`src/rtl/bw_mac_pkg.sv`:
```
// -----------------------------------------------------------------------------
// bw_mac_pkg
//   Shared definitions for the Baugh-Wooley MAC accumulator slice:
//   FSM state encoding, default width constants and the product
//   sign-extension helper.
//   Optional feature macro: BW_MAC_SAT_EN (saturating accumulation).
// -----------------------------------------------------------------------------
package bw_mac_pkg;

   localparam int PROD_W_DEF    = 8;
   localparam int ACC_W_DEF     = 10;
   localparam int MAX_TERMS_DEF = 16;

   typedef enum logic [1:0] {
      IDLE  = 2'd0,
      ACCUM = 2'd1,
      HOLD  = 2'd2
   } state_t;

   // Sign-extends the low from_w bits of value to 32 bits. from_w is a
   // constant at every call site, so this reduces to plain wiring.
   function automatic logic [31:0] sign_extend(input logic [31:0] value,
                                               input int          from_w);
      logic signed [31:0] shifted;
      shifted = value << (32 - from_w);
      return shifted >>> (32 - from_w);
   endfunction

endpackage

```
`src/rtl/bw_sat_add.sv`:
```
// -----------------------------------------------------------------------------
// bw_sat_add
//   ACC_W-bit signed adder with an overflow flag.
//   BW_MAC_SAT_EN defined   : result clamps to the signed ACC_W range and
//                             ovf flags every clamp.
//   BW_MAC_SAT_EN undefined : wrap-around (modulo 2^ACC_W) addition, ovf = 0.
// Ports
//   a, b  in   ACC_W  signed operands
//   sum   out  ACC_W  signed result
//   ovf   out  1      a clamp occurred on this addition
// -----------------------------------------------------------------------------
module bw_sat_add
   import bw_mac_pkg::*;
#(
   parameter int ACC_W = ACC_W_DEF
) (
   input  logic [ACC_W-1:0] a,
   input  logic [ACC_W-1:0] b,
   output logic [ACC_W-1:0] sum,
   output logic             ovf
);

`ifdef BW_MAC_SAT_EN
   logic [ACC_W:0] wide;

   // One guard bit is enough: the two top bits of the sign-extended sum
   // disagree exactly when the true result leaves the ACC_W range.
   assign wide = {a[ACC_W-1], a} + {b[ACC_W-1], b};

   // NOTE: every output of a combinational block gets a default first so no
   // path leaves it unassigned and no latch is inferred.
   always_comb begin
      sum = wide[ACC_W-1:0];
      ovf = 1'b0;
      if (wide[ACC_W] != wide[ACC_W-1]) begin
         ovf = 1'b1;
         sum = wide[ACC_W] ? {1'b1, {(ACC_W-1){1'b0}}}
                           : {1'b0, {(ACC_W-1){1'b1}}};
      end
   end
`else
   assign sum = a + b;
   assign ovf = 1'b0;
`endif

endmodule

```
`src/rtl/bw_mac_acc.sv`:
```
// -----------------------------------------------------------------------------
// bw_mac_acc
//   Accumulates signed multiplier products into a dot product of up to
//   MAX_TERMS terms and presents the result under valid/ready.
//   Optional feature macro: BW_MAC_SAT_EN (saturating sum + sticky ovf_o);
//   without it the sum wraps and ovf_o is constant 0.
// Ports
//   clk          in   1       rising-edge clock
//   rst_n        in   1       asynchronous active-low reset
//   clr_i        in   1       synchronous abort: back to IDLE, beat discarded
//   prod_i       in   PROD_W  signed product
//   in_valid_i   in   1       prod_i valid
//   in_last_i    in   1       beat closes the dot product
//   in_ready_o   out  1       a beat can be accepted (not holding a result)
//   acc_o        out  ACC_W   signed dot-product result
//   cnt_o        out  CNT_W   number of terms in acc_o
//   ovf_o        out  1       a clamp occurred while forming acc_o
//   out_valid_o  out  1       result valid
//   out_ready_i  in   1       consumer takes the result
// -----------------------------------------------------------------------------
module bw_mac_acc
   import bw_mac_pkg::*;
#(
   parameter int   PROD_W    = PROD_W_DEF,
   parameter int   ACC_W     = ACC_W_DEF,
   parameter int   MAX_TERMS = MAX_TERMS_DEF,
   localparam int  CNT_W     = $clog2(MAX_TERMS + 1)
) (
   input  logic              clk,
   input  logic              rst_n,
   input  logic              clr_i,
   input  logic [PROD_W-1:0] prod_i,
   input  logic              in_valid_i,
   input  logic              in_last_i,
   output logic              in_ready_o,
   output logic [ACC_W-1:0]  acc_o,
   output logic [CNT_W-1:0]  cnt_o,
   output logic              ovf_o,
   output logic              out_valid_o,
   input  logic              out_ready_i
);

   state_t             state;
   state_t             state_next;
   logic [ACC_W-1:0]   acc;
   logic [CNT_W-1:0]   cnt;
   logic               ovf;

   logic [ACC_W-1:0]   prod_ext;
   logic [ACC_W-1:0]   sum;
   logic               sum_ovf;
   logic [CNT_W-1:0]   cnt_inc;
   logic               beat;
   logic               close;
   logic               hand_off;

   assign in_ready_o = (state != HOLD);
   assign beat       = in_valid_i & in_ready_o;
   assign cnt_inc    = cnt + CNT_W'(1);
   // A full accumulator closes the sum even without in_last_i.
   assign close      = beat & (in_last_i | (cnt_inc == CNT_W'(MAX_TERMS)));
   assign hand_off   = (state == HOLD) & out_ready_i;

   assign prod_ext   = ACC_W'(sign_extend(32'(prod_i), PROD_W));

   // acc is zero whenever the FSM is in IDLE, so the first beat of a sum
   // simply loads the product through the same adder.
   bw_sat_add #(
      .ACC_W (ACC_W)
   ) u_add (
      .a   (acc),
      .b   (prod_ext),
      .sum (sum),
      .ovf (sum_ovf)
   );

   always_comb begin
      state_next = state;
      unique case (state)
         IDLE, ACCUM: if (beat)        state_next = close ? HOLD : ACCUM;
         HOLD:        if (out_ready_i) state_next = IDLE;
         default:                      state_next = IDLE;
      endcase
   end

   // NOTE: sequential state uses non-blocking assignments so every register
   // samples the pre-edge values regardless of statement order.
   always_ff @(posedge clk or negedge rst_n) begin
      if (!rst_n) begin
         state       <= IDLE;
         acc         <= '0;
         cnt         <= '0;
         ovf         <= 1'b0;
         acc_o       <= '0;
         cnt_o       <= '0;
         ovf_o       <= 1'b0;
         out_valid_o <= 1'b0;
      end else if (clr_i) begin
         state       <= IDLE;
         acc         <= '0;
         cnt         <= '0;
         ovf         <= 1'b0;
         out_valid_o <= 1'b0;
      end else begin
         state <= state_next;
         if (beat) begin
            acc <= sum;
            cnt <= cnt_inc;
            ovf <= ovf | sum_ovf;
            if (close) begin
               acc_o       <= sum;
               cnt_o       <= cnt_inc;
               ovf_o       <= ovf | sum_ovf;
               out_valid_o <= 1'b1;
            end
         end else if (hand_off) begin
            acc         <= '0;
            cnt         <= '0;
            ovf         <= 1'b0;
            out_valid_o <= 1'b0;
         end
      end
   end

endmodule
```
`config.mk`:
```
export PLATFORM = sky130hd
export DESIGN_NAME = bw_mac_acc
export DESIGN_NICKNAME = d
export VERILOG_FILES = /design/src/rtl/bw_mac_pkg.sv /design/src/rtl/bw_sat_add.sv /design/src/rtl/bw_mac_acc.sv
export SDC_FILE = /design/constraint.sdc
export NUM_CORES = 1
export LEC_CHECK = 0
export CAP_MARGIN = 15
export CORE_AREA = 4 4 73 92
export DETAILED_ROUTE_END_ITERATION = 8
export DIE_AREA = 0 0 77 96
export GPL_TIMING_DRIVEN = 0
export HOLD_SLACK_MARGIN = 0.03
export RECOVER_POWER = 25
export SYNTH_ARGS = -nofsm -noshare
export SYNTH_HDL_FRONTEND = slang
export SYNTH_SLANG_ARGS = --single-unit
```
`constraint.sdc`:
```
create_clock -name clk -period 1.8 [get_ports clk]
set_input_delay 0.27 -clock clk [delete_from_list [all_inputs] [get_ports clk]]
set_output_delay 0.27 -clock clk [all_outputs]
set_load 0.005 [all_outputs]
```
=== Word-level counts from Yosys, hierarchy flattened ===
Cells that the tools add are included.

* Input port bits: 14
* Register bits after elaboration: 35
* Output and inout port bits: 18
* Word-level logic and storage cells: 48

* Add/subtract/negate cells: 2
* Eq/ne operators: 8
* Reduce and logical (&&, ||, !) cells: 8
* Bitwise gates (word level): 5
* Multiplexer cells: 17

{| class="wikitable"
|+ Operator list
! cell !! count
|-
| $mux 10 || 3
|-
| $mux 5 || 3
|-
| $add 10x10->10 || 1
|-
| $mux 2 || 4
|-
| $mux 1 || 6
|-
| $ne 3x3->1 const B || 2
|-
| $reduce_and 2->1 || 3
|-
| $add 5x1->5 const B || 1
|-
| $eq 5x5->1 const B || 1
|-
| $ne 2x2->1 const B || 2
|-
| $pmux 2 s2 || 1
|-
| $and 1x1->1 || 3
|-
| $ne 3x2->1 const B || 1
|-
| $reduce_and 3->1 || 1
|-
| $reduce_bool 3->1 || 1
|-
| $eq 2x1->1 const B || 1
|-
| $eq 2x2->1 const B || 1
|-
| $logic_not 2->1 || 1
|-
| $reduce_bool 2->1 || 1
|-
| $reduce_or 2->1 || 1
|-
| $not 1->1 || 1
|-
| $or 1x1->1 || 1
|}

=== Longest topological paths before layout ===
Gate-level depths: netlist (run 1).

* Depth in word-level cells: 8
* Mapped depth: 8
* Depth with buffers taken out: 8

=== By module ===
Synthesis (run 1) repeated with hierarchy kept, for this count alone.

* Cells, all modules: 208
* Area, all modules: 1,935.6 um2

{| class="wikitable"
|+ Modules (own cells, without submodules)
! module !! sequential area each (um2) !! cells each !! instances !! area an instance (um2)
|-
| bw_mac_acc || 875.8 || 155 || 1 || 1,539.0
|-
| bw_sat_add || 0.0 || 53 || 1 || 396.6
|}

=== Worst setup path before layout (run 1) ===
OpenSTA, ideal clock, no wires.

* Kind: reg-to-reg
* From: register acc[0]
* To: register acc_o[8]
* Setup slack: -0.068 ns
* Data required time: 1.675 ns
* Cell stages (with the launch flop): 9
* Data arrival time: 1.743 ns
* Period minus slack after synthesis: 1.868 ns
* Library setup time: 0.125 ns
* Path buffers: 0
* Cells stage by stage: dfrtp_1 -> ha_1 -> inv_1 -> fa_1 -> nand2b_1 -> a211oi_1 -> a211oi_1 -> xnor2_1 -> mux2_2

* Word-level cells in the longest chain between the ends: 1

{| class="wikitable"
|+ Ends and longest elaborated chain
! item !! RTL line !! RTL
|-
| from (decl) || bw_mac_acc.sv:45 || <nowiki>logic [ACC_W-1:0] acc;</nowiki>
|-
| from (signal assigned) || bw_mac_acc.sv:107 || <nowiki>acc <= sum;</nowiki>
|-
| $add 10x10->10 || bw_sat_add.sv:42 || <nowiki>assign sum = a + b;</nowiki>
|-
| to (signal assigned) || bw_mac_acc.sv:111 || <nowiki>acc_o <= sum;</nowiki>
|-
| to (decl) || bw_mac_acc.sv:36 || <nowiki>output logic [ACC_W-1:0] acc_o,</nowiki>
|}

No other way between the ends.
A chain may end at the register's enable or synchronous reset.

=== Worst setup path after layout (run 1) ===
* From: register acc[1]
* To: register acc_o[9]

Same word-level chain as after synthesis.

==> summary.txt, run 1 <==
CTS
  • Total clock sinks: 33
  • Num CTS Buffers: 5
  • CTS H-Tree Depth: 2
  • Worst-skew pair later-pin latency: between 0.2 and 0.3 ns
  • Hold buffers post-CTS: 0
  • TritonCTS clock tree: built
  • Clock-pin slew on the worst setup and hold paths: 0.07 ns
  • Clock buffer depth: 2
  • Clock root cell: clkbuf_8

Synth
  • #FFs+latches synth: 33
  • Number of synthesized flops with an enable pin: 0
  • Mapped Area: about 0.0019 mm^2
  • Synthesized Nets: 203
  • Synth warnings: 0
  • Post-synth cell types: 45
  • Post-synth ARST share: 100.0%
  • Ys flop type: dfrtp_1
  • Mean Syn Cell Area: 10.58 um^2
  • Register area share after synthesis: ~44%
  • Synthesized instance count: 177

Cells and area
  • Layout cell share with drive strength beyond 1: about 34%
  • Register area: approximately 830 um^2
  • Most common cell after layout, fill and taps aside: dfrtp_1
  • Commonest non-fill, non-tap cells in the layout: dfrtp_1 (32), clkdlybuf4s50_1 (23), nand2_1 (16)
  • Post-layout net count: 258
  • FILL cells: 489
  • # diodes: 0
  • Multi-input gate area: 0.001303 mm^2
  • P&R area growth vs syn: 50.13%

STA
  • Final hold viol count: 0
  • Final setup violation count: 5
  • Fmax: 538.3 MHz
  • Final Slew Violations: 0
  • Setup WS post-layout: -0.05785 ns
  • Setup Skew: about 0.0060 ns
  • Unrepaired setup endpoints after global routing: true
  • Worst slew margin: 44.42%
  • Least-Margin Pin Slew: 0.8336 ns
  • Final worst path period share: 103.2%
  • Hold_ws: 0.07705 ns
  • Crit path time final: 1.858 ns

Power
  • Switching share of power: between 30% and 40%
  • Clock share of power: 21.9%
  • Internal power: 1.727 mW
  • VDD IR-drop max: roughly 0.57 mV
  • Psw: 0.7520 mW
  • Comb pwr share: 38.3%
  • Cell Pwr Density: 882.1 mW/mm^2
  • Seq pwr share: 39.7%
  • Pleak: roughly 1.2 nW

Placement
  • Final RePlAce weighted congestion: between 0.8 and 0.9
  • Dpl hpwl: 2896 um
  • Dpl ws: -0.5714 ns
  • Port-buffer cells: 30

Worst setup path
  • R2R Path Start: acc[1]$_DFFE_PN0P_
  • CP Buf/Inv Count: 0
  • Reg2reg end: acc_o[9]$_DFFE_PN0P_
  • Slowest cell on crit path: dfrtp_1
  • Reg2Reg Setup Slack: -0.06 ns
  • Startpoint types: register
  • Crit. End Element: register
  • FF-to-FF path depth: 6
  • Crit Path Max Fanout: 4
  • Max incr delay on CP: about 0.42 ns
  • Crit Path Class: register to register
  • Delay-heaviest family, CP: compound AO/OA/AOI/OAI gates
  • Critical Path RT: 1.97 ns
  • Crit path arrival time: 2.03 ns
  • Crit-path cells: ha_4 > a21o_1 > nand4_1 > a211oi_4 > o31a_1 > o31ai_2

Global route
  • Gr usage total: about an eighth
  • Pin count of the biggest net entering global routing: 34
  • GR Overflow Total: 0
  • First-pass GRT wire length: 7748 um
  • Initial antenna violation count: 0
  • Vias in the first global route: 1,636

Route
  • Vias: approximately 1,600
  • Vias/cell: approximately 5.2
  • Post-DRT Antenna Nets: 0
  • Final wirelength: 4719 um
  • Initial drt markers: 43
  • Post-route DRC violation count: 0
  • Wirelength per Cell: between 15 and 20 um
  • TritonRoute pass-1 iters: 4

Floorplanning
  • Die Area: 0.007392 mm^2
  • Core ar.: between 0.005 and 0.006 mm^2
  • Die Span X: 77 um
  • Initial core utilization: 32.39%
  • # IOs: 32
  • FP Rows: 31
  • DIE HEIGHT: 96 um

Status
  • Failing checks: negative setup slack
  • Result of the run: finished with violations

Min path
  • Hold Crit Class: input port to async pin

Job
  • Max-cap violations: 0
[state kept, by name, summed over array words and instances, names as in the netlist]
| signal | cells |
|---|---|
| out_valid_o | 1 |
| acc | 10 |
| cnt_o | 5 |
| cnt | 5 |
| state | 2 |
| acc_o | 10 |
[metal layers]
metal	up-vias	wire, um	track usage (%)
met5	-	0	0
li1	757	-	-
met1	761	2138	16.42
met2	40	2277	22.75
met4	0	133	5.045
met3	10	170	2.715
[cell families after synthesis]
group                      count (synthesis)  synth area share [%]
AOI/OAI and AO/OA                         52                 19.99
xor gates and xnor gates                   7                 3.275
adders and majority gates                 12                 8.422
buffers and inverters                     12                 3.142
DFF                                       33                 44.12
muxes                                     10                 7.086
other                                      1                0.2003
and+or+nand+nor                           50                 13.77
[stage by stage]
stage | utilization, % | power (mW) | cell area [um^2] | setup TNS, ns | std cells
2_1_floorplan | - | 1.380 | 1884 | 0 | 177
3_3_place_gp | 39.23 | 1.712 | 2267 | -16.62 | 273
3_5_place_dp | 39.14 | 1.718 | 2262 | -6.882 | 273
4_1_cts | 44.47 | 2.373 | 2570 | -0.5322 | 291
5_1_grt | 48.63 | 2.642 | 2810 | -1.006 | 299
6_report | 48.63 | 2.479 | 2810 | -0.1475 | 299
[power by group through the flow]
stage	clock network [mW]	logic, mW	registers, mW
floorplan	0	0.397	0.983
global placement	0	0.727	0.985
detailed placement	0	0.732	0.987
CTS	0.564	0.828	0.981
global route	0.591	1.04	1.01
finish	0.544	0.950	0.985
[synthesized netlist by cell type, types with 2 or more instances]
library cell / n / area [um^2]
a211oi_1: 3 / 22.52
a21boi_0: 2 / 15.01
a21o_1: 6 / 45.04
a21oi_1: 8 / 40.04
a22o_1: 9 / 78.83
buf_2: 2 / 10.01
dfrtp_1: 33 / 825.8
ha_1: 11 / 137.6
inv_1: 7 / 26.28
mux2_2: 2 / 22.52
mux2_4: 6 / 90.09
mux2i_1: 2 / 20.02
nand2_1: 18 / 67.56
nand2b_1: 5 / 31.28
nand3_1: 4 / 20.02
nand4_1: 2 / 12.51
nor2_1: 8 / 30.03
nor2b_1: 2 / 12.51
nor3_1: 2 / 10.01
nor4_1: 2 / 12.51
o21ai_0: 9 / 45.04
o31ai_1: 6 / 45.04
xnor2_1: 5 / 43.79
xor2_1: 2 / 17.52
[worst max-delay path by stage]
stage	cells after the start	slack, ns	startpoint	end
floorplan	6	0.004	cnt[0]$_DFFE_PN0P_	acc_o[2]$_DFFE_PN0P_
global placement	9	-0.54	prod_i[0]	acc_o[8]$_DFFE_PN0P_
detailed placement	9	-0.57	prod_i[0]	acc_o[8]$_DFFE_PN0P_
CTS	8	-0.15	acc[0]$_DFFE_PN0P_	acc_o[8]$_DFFE_PN0P_
global route	7	-0.14	acc[6]$_DFFE_PN0P_	acc_o[9]$_DFFE_PN0P_
finish	6	-0.06	acc[1]$_DFFE_PN0P_	acc_o[9]$_DFFE_PN0P_
[repair_timing]
action / CTS / global route
cloned: 1 / 0
resized for setup: 32 / 39
setup buffers: 9 / 9
endpoints found under the setup margin: 23 / 23
pin swaps: 17 / 24
[cell type report]
| type | instances | area share [%] |
|---|---|---|
| Timing Repair Buffer | 48 | 16.12 |
| Buffer | 5 | 1.380 |
| Sequential cell | 33 | 29.43 |
| Multi-Input combinational cell | 132 | 46.35 |
| Inverter | 7 | 0.9350 |
| Tap cell | 66 | 2.939 |
| Clock buffer | 8 | 2.850 |
Note: power is estimated with default switching activity, not from simulation.
==> inputs of run 2 (changes only) <==
--- a/config.mk
+++ b/config.mk
@@ -6,12 +6,13 @@
 export NUM_CORES = 1
 export LEC_CHECK = 0
 export CAP_MARGIN = 15
-export CORE_AREA = 4 4 73 92
+export CORE_AREA = 4 4 74 93
 export DETAILED_ROUTE_END_ITERATION = 8
-export DIE_AREA = 0 0 77 96
+export DIE_AREA = 0 0 78 97
 export GPL_TIMING_DRIVEN = 0
 export HOLD_SLACK_MARGIN = 0.03
 export RECOVER_POWER = 25
 export SYNTH_ARGS = -nofsm -noshare
 export SYNTH_HDL_FRONTEND = slang
+export SYNTH_HIERARCHICAL = 1
 export SYNTH_SLANG_ARGS = --single-unit
==> run 2 against run 1 <==
Against the previous run:
- the flow still finishes with violations (negative setup slack)
- highest routed layer unchanged
- worst setup slack improved by 0.039 ns
- largest power group unchanged
- synthesized cell count rose by 18%
- critical path type is now input port to register
- global-route usage down 0.25 points
- sequential cell count is 2 higher
- utilization fell by 3.8 points
- register-to-register slack improved by 0.05 ns
- clock power increased by 6.1%
- count of clock-buffer cells in the layout fell by 2
- critical path depth is 2 higher
- die area up 2.4%
- via count is 6.1% higher
==> summary.txt, run 2 <==
Status
  • Result of the run: finished with violations
  • Failing checks: negative setup slack

Route
  • Post-DRT Antenna Nets: 0
  • Wirelength per Cell: 14.00 um
  • Vias: around 1,700
  • Post-route DRC violation count: 0
  • Vias/cell: 4.837
  • Initial drt markers: 84
  • TritonRoute pass-1 iters: 4
  • Final wirelength: approximately 4800 um

Power
  • Cell Pwr Density: 883.9 mW/mm^2
  • VDD IR-drop max: between 0.4 and 0.5 mV
  • Pleak: 1.259 nW
  • Tot Pwr: 2.397 mW

Job
  • Max-cap violations: 0

Floorplanning
  • DIE HEIGHT: slightly below 100 um
  • Die Area: between 0.007 and 0.008 mm^2
  • Core ar.: slightly above 0.006 mm^2
  • FP Rows: 32
  • Initial core utilization: 32.02%
  • # IOs: 32
  • Die Span X: ~78 um

Cells and area
  • # diodes: 0
  • Commonest non-fill, non-tap cells in the layout: nand2_1 (52), dfrtp_1 (35), clkdlybuf4s50_1 (22)
  • Final core utilization: 44.85%
  • Layout cell share with drive strength beyond 1: 22.39%
  • Biggest regs: acc: 10 flops, acc_o: 10 flops
  • Non-Filler Instances: 344
  • Post-layout net count: 285
  • FILL cells: 577
  • Most common cell after layout, fill and taps aside: nand2_1
  • P&R area growth vs syn: 40.08%

Worst setup path
  • Crit. End Element: register
  • Crit path arrival time: between 2 and 2.5 ns
  • CP Buf/Inv Count: 1
  • Delay-heaviest family, CP: compound AO/OA/AOI/OAI gates
  • Startpoint types: input port
  • Crit-path cells: clkdlybuf4s50_1 > ha_1 > a21oi_1 > o211ai_1 > a31oi_1 > xnor2_1 > nand2_1 > o22ai_1
  • Crit Path Class: input port to register
  • Crit Path Max Fanout: 3
  • Slowest cell on crit path: clkdlybuf4s50_1
  • Critical Path RT: 2.01 ns
  • Max incr delay on CP: roughly 0.49 ns

Placement
  • Placed cells: 323
  • Dpl hpwl: around 3300 um
  • Port-buffer cells: 30
  • Dpl ws: -0.6054 ns
  • Final RePlAce weighted congestion: 0.7888

Min path
  • Hold Crit Class: input port to async pin

STA
  • Unrepaired setup endpoints after global routing: true
  • Least-Margin Pin Slew: 0.8627 ns
  • Final Slew Violations: 0
  • Final worst path period share: 101.1%
  • Final hold viol count: 0
  • Fmax: 549.8 MHz
  • Worst slew margin: 42.48%
  • Setup WS post-layout: -0.01892 ns
  • Setup TNS: -0.02002 ns
  • Final setup violation count: 2
  • Setup Skew: 0.004387 ns
  • Crit path time final: 1.819 ns

Global route
  • Vias in the first global route: 1,649
  • GR Overflow Total: 0
  • Pin count of the biggest net entering global routing: 36
  • Gr usage total: about 13%
  • First-pass GRT wire length: just under 8000 um
  • Initial antenna violation count: 0

Synth
  • Synth area leaders: dfrtp_1 (45%), nand2_1 (10%), ha_1 (7.1%), xnor2_1 (3.6%), o22ai_1 (3.6%)
  • Synthesized instance count: 208
  • Post-synth cell types: 42
  • Number of synthesized flops with an enable pin: 0
  • Ys flop type: dfrtp_1
  • Yosys top cell by area: dfrtp_1
  • Synthesized Nets: around 230
  • Share of the synthesized area in the top cell type: 45.25%
  • Mean Syn Cell Area: 9.306 um^2
  • #FFs+latches synth: 35
  • Commonest cells post-synth: nand2_1 (52), dfrtp_1 (35), ha_1 (11), o22ai_1 (11), inv_1 (9)
  • Post-synth ARST share: 100.0%
  • Synth warnings: 6
  • Cell with the most instances after synthesis: nand2_1
  • Register area share after synthesis: 45.25%
  • Mapped Area: 0.001936 mm^2

CTS
  • Worst-skew pair later-pin latency: 0.28 ns
  • Clock buffer depth: 2
  • CTS H-Tree Depth: 2
  • Clock root cell: clkbuf_8
  • TritonCTS clock tree: built
  • Clock-pin slew on the worst setup and hold paths: 0.07 ns
  • Total clock sinks: 35
  • Num CTS Buffers: 5
-- run 2: worst paths after layout --
kind | slack, ns | depth (start not counted) | to | start
worst max-delay path | -0.02 | 8 | acc_o[7]$_DFFE_PN0P_ | prod_i[1]
worst min-delay path | 0.09 | 1 | state[1]$_DFFE_PN0P_ | rst_n
worst max register to register | -0.01 | 8 | acc_o[7]$_DFFE_PN0P_ | acc[0]$_DFFE_PN0P_
worst min register to register | 0.48 | 2 | acc[6]$_DFFE_PN0P_ | acc[6]$_DFFE_PN0P_
max in group asynchronous | 1.17 | 1 | acc_o[3]$_DFFE_PN0P_ | rst_n
min in group clk | 0.32 | 2 | ovf$_DFFE_PN0P_ | clr_i
-- run 2: cell families (layout without fill, tap and decap cells) --
logic type	count (synthesis)	count (layout)	share of synthesized area [%]
compound gates	48	48	17.32
fa+ha+maj	12	12	8.145
other cells	1	1	0.1937
buf+inv	18	69	4.201
flops	35	35	45.25
xor+xnor	13	13	5.882
simple gates	81	81	19.01
-- run 2: final cells by class --
cell class              count  area [um^2]  area share (%)
repair buffers             44        402.9           14.86
clock buffers               6        82.58           3.046
well taps                  85        106.4           3.922
plain buffers               8        57.56           2.123
flip-flops and latches     35        875.8           32.30
inverters                  10        37.54           1.384
clock inverters             1        5.005          0.1846
multi-input cells         155         1144           42.18
-- run 2: layer usage --
metal  up-vias  global-route usage (%)  routed length, um
met5         -                       0                  0
met3         8                   2.886                139
met2        32                   21.97               2444
met1       797                   16.42               2167
li1        827                       -                  -
met4         0                   3.769                 65
-- run 2: where the power goes --
part           switching, mW  internal, mW  total, mW
clock network          0.277         0.300      0.577
logic                  0.344         0.455      0.799
registers             0.0974         0.924       1.02
total                  0.718          1.68       2.40
-- run 2: worst register-to-register path, cell delays in order (launching register included) --
cell and delay, ns:
dfrtp_1 0.38, ha_2 0.18, buf_4 0.12, a21oi_1 0.21, o211ai_1 0.18, a31oi_1 0.25, xnor2_1 0.16, nand2_1 0.10
o22ai_1 0.15
-- run 2: what timing repair did --
| item | in CTS | in global routing |
|---|---|---|
| pin swaps | 11 | 13 |
| gates cloned | 0 | 1 |
| setup buffers | 7 | 6 |
| hold buffers | 0 | 0 |
| endpoints found under the hold margin | 0 | 0 |
| setup endpoints to repair | 22 | 23 |
| gates resized for setup | 28 | 12 |
-- run 2: stage by stage --
step	instance area, um^2	hold WS (ns)
finish	2711	0.08613
global route	2711	0.1628
detailed placement	2337	0.4012
floorplan	1936	-0.02559
CTS	2595	0.08981
global placement	2342	0.4615
==> inputs of run 3 (changes only) <==
--- a/config.mk
+++ b/config.mk
@@ -9,6 +9,7 @@
 export CORE_AREA = 4 4 74 93
 export DETAILED_ROUTE_END_ITERATION = 8
 export DIE_AREA = 0 0 78 97
+export GPL_ROUTABILITY_DRIVEN = 0
 export GPL_TIMING_DRIVEN = 0
 export HOLD_SLACK_MARGIN = 0.03
 export RECOVER_POWER = 25
==> results of run 3 <==
No change in the layout: final DEF, timing and power equal those of run 2.
